<file path="src/rtl/io_port_controller_if.sv">
// CPU-side I/O bus for the switch/LED port: one-cycle request strobes,
// registered read data and a one-cycle ready pulse.
interface io_port_controller_if;
    logic       io_addr;
    logic       io_read;
    logic       io_write;
    logic [3:0] io_wdata;
    logic [3:0] io_rdata;
    logic       io_ready;

    modport master (
        output io_addr,
        output io_read,
        output io_write,
        output io_wdata,
        input  io_rdata,
        input  io_ready
    );

    modport slave (
        input  io_addr,
        input  io_read,
        input  io_write,
        input  io_wdata,
        output io_rdata,
        output io_ready
    );
endinterface

</file>
<file path="src/rtl/io_port_controller.sv">
// Board I/O port: synchronises and debounces the switches, keeps a sticky
// change flag and the LED register, and serves CPU reads/writes.
module io_port_controller #(
    parameter int unsigned DEBOUNCE_CYCLES = 4,
    parameter int unsigned CNT_WIDTH       = 8
) (
    input  logic                  clock,
    input  logic                  reset,
    input  logic [3:0]            switches,
    output logic [3:0]            LEDs,
    io_port_controller_if.slave   io
);

    typedef enum logic [0:0] {StIdle, StResp} state_e;

    localparam logic [CNT_WIDTH-1:0] CntLast = CNT_WIDTH'(DEBOUNCE_CYCLES - 1);

    logic [3:0]           sync1_q, synced_q;
    logic [3:0]           cand_q, cand_d;
    logic [3:0]           stable_q, stable_d;
    logic [CNT_WIDTH-1:0] cnt_q, cnt_d;
    logic                 change_flag_q, change_flag_d;
    logic [3:0]           leds_q, leds_d;
    logic [3:0]           rdata_q, rdata_d;
    state_e               state_q, state_d;
    logic                 flag_set, flag_clr;

    always_ff @(posedge clock or negedge reset) begin
        if (!reset) begin
            sync1_q       <= '0;
            synced_q      <= '0;
            cand_q        <= '0;
            stable_q      <= '0;
            cnt_q         <= '0;
            change_flag_q <= 1'b0;
            leds_q        <= '0;
            rdata_q       <= '0;
            state_q       <= StIdle;
        end else begin
            sync1_q       <= switches;
            synced_q      <= sync1_q;
            cand_q        <= cand_d;
            stable_q      <= stable_d;
            cnt_q         <= cnt_d;
            change_flag_q <= change_flag_d;
            leds_q        <= leds_d;
            rdata_q       <= rdata_d;
            state_q       <= state_d;
        end
    end

    // Debounce: a new synced value must hold for DEBOUNCE_CYCLES after loading.
    always_comb begin
        cand_d   = cand_q;
        stable_d = stable_q;
        cnt_d    = cnt_q;
        flag_set = 1'b0;
        if (synced_q != cand_q) begin
            cand_d = synced_q;
            cnt_d  = '0;
        end else if (cand_q != stable_q) begin
            if (cnt_q == CntLast) begin
                stable_d = cand_q;
                flag_set = 1'b1;
                cnt_d    = '0;
            end else begin
                cnt_d = cnt_q + 1'b1;
            end
        end else begin
            cnt_d = '0;
        end
    end

    // Request FSM; read wins over a simultaneous write.
    always_comb begin
        state_d  = state_q;
        leds_d   = leds_q;
        rdata_d  = rdata_q;
        flag_clr = 1'b0;
        unique case (state_q)
            StIdle: begin
                if (io.io_read) begin
                    state_d  = StResp;
                    rdata_d  = io.io_addr ? {3'b000, change_flag_q} : stable_q;
                    flag_clr = io.io_addr;
                end else if (io.io_write) begin
                    state_d = StResp;
                    rdata_d = '0;
                    if (io.io_addr) begin
                        flag_clr = io.io_wdata[0];
                    end else begin
                        leds_d = io.io_wdata;
                    end
                end
            end
            StResp:  state_d = StIdle;
            default: state_d = StIdle;
        endcase
    end

    // A debounce update in the same cycle as a clear keeps the flag set.
    always_comb begin
        change_flag_d = change_flag_q;
        if (flag_set) begin
            change_flag_d = 1'b1;
        end else if (flag_clr) begin
            change_flag_d = 1'b0;
        end
    end

    assign LEDs        = leds_q;
    assign io.io_rdata = rdata_q;
    assign io.io_ready = (state_q == StResp);

endmodule

</file>
<file path="src/flat_wrapper.sv">
// flat-port wrapper written by rule: the top's interface ports become plain ports
module io_port_controller_flat 
#(
    parameter int unsigned DEBOUNCE_CYCLES = 4,
    parameter int unsigned CNT_WIDTH       = 8
)
  (clock, reset, switches, LEDs, io_io_addr, io_io_read, io_io_write, io_io_wdata, io_io_rdata, io_io_ready);
  io_port_controller_if io_i ();
  input  logic clock;
  input  logic reset;
  input  logic [3:0] switches;
  output logic [3:0] LEDs;
  input wire logic [$bits(io_i.io_addr)-1:0] io_io_addr;
  input wire logic [$bits(io_i.io_read)-1:0] io_io_read;
  input wire logic [$bits(io_i.io_write)-1:0] io_io_write;
  input wire logic [$bits(io_i.io_wdata)-1:0] io_io_wdata;
  output wire logic [$bits(io_i.io_rdata)-1:0] io_io_rdata;
  output wire logic [$bits(io_i.io_ready)-1:0] io_io_ready;
  assign io_i.io_addr = io_io_addr;
  assign io_i.io_read = io_io_read;
  assign io_i.io_write = io_io_write;
  assign io_i.io_wdata = io_io_wdata;
  assign io_io_rdata = io_i.io_rdata;
  assign io_io_ready = io_i.io_ready;
  io_port_controller #(.DEBOUNCE_CYCLES(DEBOUNCE_CYCLES), .CNT_WIDTH(CNT_WIDTH)) u_core (.clock(clock), .reset(reset), .switches(switches), .LEDs(LEDs), .io(io_i));
endmodule
</file>
<file path="config.mk">
export PLATFORM = sky130hd
export DESIGN_NAME = io_port_controller_flat
export DESIGN_NICKNAME = d
export VERILOG_FILES = /design/src/rtl/io_port_controller_if.sv /design/src/rtl/io_port_controller.sv /design/src/flat_wrapper.sv
export SDC_FILE = /design/constraint.sdc
export NUM_CORES = 1
export LEC_CHECK = 0
export BUFFER_PORTS_ARGS = -buffer_cell sky130_fd_sc_hd__buf_2
export CAP_MARGIN = 15
export CORE_MARGIN = 4
export CORE_UTILIZATION = 54
export CTS_CLUSTER_DIAMETER = 150
export DETAILED_ROUTE_END_ITERATION = 8
export HOLD_SLACK_MARGIN = 0.06
export PLACE_DENSITY = 0.82
export SKIP_LAST_GASP = 1
export SLEW_MARGIN = 20
export SYNTH_ARGS = -nofsm -noshare
export SYNTH_HDL_FRONTEND = slang
export SYNTH_SLANG_ARGS = --single-unit
</file>
<file path="constraint.sdc">
create_clock -name clock -period 2 [get_ports clock]
set_input_delay 0.2 -clock clock [delete_from_list [all_inputs] [get_ports clock]]
set_output_delay 0.2 -clock clock [all_outputs]
set_load 0.01 [all_outputs]
</file>
==> run_results.csv <==
group,metric,value,unit
final_layout,multi_input_area,470.5,um2
setup_path,worstPathRequired,2.22,ns
yosys,yosys.area_share.adder,1.847,%
yosys,synth_top_family_by_area,"simple AND/OR/NAND/NOR gates",
yosys,synthTopCellsByArea,"dfrtp_1 (63%), xor2_1 (5.2%), mux2_4 (4.4%), xnor2_1 (3.9%), mux2_2 (3.3%)",
yosys,synthSimpleGateAreaFrac,12.10,%
yosys,synth_cell_type_count,26,
yosys,syn-num-nets,116,
final_layout,fill_cells,178,
final_layout,postLayoutCoreUtil,68.68,%
yosys,synth_seq_cells,34,
final_layout,antennaDiodeCount,0,
drt,ant_nets,0,
setup_path,start_kind,"flop",
setup_path,cp-end-kind,"flop",
yosys,synth_cells,101,
yosys,synth_xor_area_share,9.049,%
sta,finalCriticalPeriod,1.814,ns
floorplan,start_util,58.99,%
sta,rsz0062_at_grt,"false",
setup_path,critical_path_class,"reg -> reg",
clock_network,clockBufferDepth,2,
pwr,power_leakage,0.7578,nW
global_routing,grt_overflow,0,
pwr,powerDensity,778.1,nW/um2
yosys,synth_mux_area_share,8.495,%
yosys,yosysTopAreaCell,"dfrtp_1",
global_routing,top_usage_layer,"met2",
clock_network,cts-root-buf,"clkbuf_4",
final_layout,drive_gt1_share,30.77,%
yosys,synth_ff_type,"dfrtp_1",
placement,place_area,1469,um2
floorplan,die_h,58.10,um
status,status,"finished, final reports clean",
yosys,synth_top_area_share,62.79,%
drt,post_drt_wl_per_cell,12.73,um
setup_path,critPathArrivalTime,2.04,ns
run,drv_cap,0,
floorplan,ios,22,
floorplan,rows,17,
placement,dp_hpwl,1500,um
pwr,peakVddDrop,627.0,uV
drt,routed_wl,2012,um
clock_network,numClockSinks,34,
placement,place_congestion,0.7307,
final_layout,fin_area,1578,um2
global_routing,grt_first_pass_wirelength,3843,um
final_layout,nets,144,
final_layout,area_growth,16.44,%
sta,worstMarginPinSlew,0.6934,ns
drt,drtIter0Drc,9,
yosys,synth_area,1355,um2
yosys,synth_compound_area_share,3.232,%
drt,dr.pass1.iters,4,
clock_network,insertion_delay,0.33,ns
placement,place.port_buffers,21,
sta,finalClockSkew,0.006325,ns
yosys,synth_common_cells,"dfrtp_1 (34), nor2_1 (9), xor2_1 (8)",
floorplan,die-area,3375,um2
clock_network,post_cts_resized,0,
sta,fmax,551.2,MHz
sta,hold_slack,0.09802,ns
drt,num_vias,813,
global_routing,grt_pass1_vias,906,
yosys,synth_edf_count,0,
yosys,yosysMostFrequentCell,"dfrtp_1",
sta,slew_viol_final,0,
global_routing,antenna_found_initial,0,
global_routing,grt_use_met2,25.16,%
yosys,synth.yosys.seq_area_share,62.79,%
sta,finalSetupTns,0,ns
setup_path,ff2ff_setup_slack,0.19,ns
floorplan,die_w,58.10,um
clock_network,cts_max_level,2,
yosys,async_flop_share,100.0,%
global_routing,grt_use_met3,6.013,%
min_path,hp-class,"in -> reg",
setup_path,path_max_fanout,5,
clock_network,cts_tree,"built",
global_routing,track_usage,15.54,%
sta,final_hold_viol_count,0,
sta,min_period_over_period,90.71,%
drt,viasPerCell,5.146,
floorplan,coreArea,2297,um2
sta,setup_viol,0,
pwr,total_power,1.228,mW
yosys,yosys_warnings,0,
global_routing,use_met1,17.86,%
clock_network,post_cts.repair.setup_buffers,0,
yosys,avgSynthCellArea,13.42,um2
drt,drc,0,
clock_network,path_clk_slew,0.10,ns
global_routing,grt_max_degree,35,
clock_network,cts_buffers,5,
final_layout,regArea,850.8,um2
sta,slew_headroom,53.77,%
[logic make-up (layout without fill, tap and decap cells)]
| family | Yosys count | count (layout) |
|---|---|---|
| flip-flops | 34 | 34 |
| AND/OR/NAND/NOR | 29 | 29 |
| XOR/XNOR | 14 | 14 |
| multiplexers | 9 | 9 |
| buffers and inverters | 7 | 36 |
| AO/OA/AOI/OAI | 6 | 6 |
| adder cells (fa/ha/maj) | 2 | 2 |
[critical path: stages (launching register included)]
cell and delay, ns:
dfrtp_1 0.40, ha_1 0.20, nor4b_1 0.27, nand2_1 0.11
and3b_1 0.41, mux2_4 0.33
[per-stage QoR]
step                      instances  setup WS [ns]
after floorplan                 101         0.4177
after global placement          145         0.3036
after detailed placement        145         0.1921
after CTS                       158         0.1873
after global routing            158        0.09539
final                           158         0.1857
[report_power, final]
| part | leakage (nW) | switching (mW) | internal (mW) |
|---|---|---|---|
| clock | 0.0312 | 0.223 | 0.136 |
| combinational | 0.290 | 0.0614 | 0.0607 |
| sequential | 0.437 | 0.0219 | 0.724 |
| total | 0.758 | 0.306 | 0.922 |
[sequential cells by signal, indices dropped and copies added, names as in the netlist]
signal and flops:
u_core.sync1_q 4, u_core.io.io_rdata 4, u_core.stable_q 4, u_core.io.io_ready 1
u_core.cand_q 4, u_core.synced_q 4, u_core.change_flag_q 1, u_core.cnt_q 8
u_core.LEDs 4
[worst paths after layout]
| path | end | startpoint | cells after the start |
|---|---|---|---|
| setup reg to reg | u_core.stable_q[3] | u_core.cnt_q[0] | 5 |
| min in group asynchronous | u_core.io.io_ready | reset | 2 |
| max in group asynchronous | u_core.cnt_q[6] | reset | 2 |
| setup / recovery | u_core.stable_q[3] | u_core.cnt_q[0] | 5 |
| hold reg to reg | u_core.synced_q[1] | u_core.sync1_q[1] | 0 |
| hold / removal | u_core.LEDs[1] | io_io_wdata[1] | 2 |
[cells in the final DEF, fill, tap and decap left out]
cell           netlist  layout
buf_2                0      21
nand2b_1             2       2
and3_1               2       2
nand3b_1             1       1
clkinv_2             0       1
nor4b_2              1       1
mux2_4               4       4
a21o_2               1       1
ha_1                 2       2
and3b_1              1       1
xor2_1               8       8
clkbuf_4             0       5
nand3_1              6       6
mux2_2               4       4
inv_1                2       2
o21ai_0              2       2
nand2_1              3       3
nor4_2               1       1
mux2i_1              1       1
xnor2_1              6       6
nor2_1               9       9
dlygate4sd3_1        0       5
clkinv_4             0       1
nor4b_1              1       1
a22o_1               2       2
dfrtp_1             34      34
o21bai_1             1       1
nor3_1               1       1
nand4_1              1       1
clkinvlp_4           0       1
[metal layers]
metal | wire [um] | vias to the layer above | part of all wire (%)
met5 | 0 | - | 0
met4 | 47 | 0 | 2.3
met3 | 140 | 6 | 7.0
met2 | 950 | 21 | 47
met1 | 874 | 393 | 43
li1 | - | 393 | -
[repair_timing]
action | CTS | global route
endpoints found under the hold margin | 38 | 0
hold buffers | 5 | 0
setup endpoints to repair | 0 | 0
[area by class of cell]
type,instances,area share (%)
multi-input combinational,60,29.82
tap,28,2.220
timing repair buffer,26,9.833
clock buffer,5,2.379
clock inverter,3,1.348
sequential,34,53.93
inverter,2,0.4758
Power figures use the tool's default switching activity.
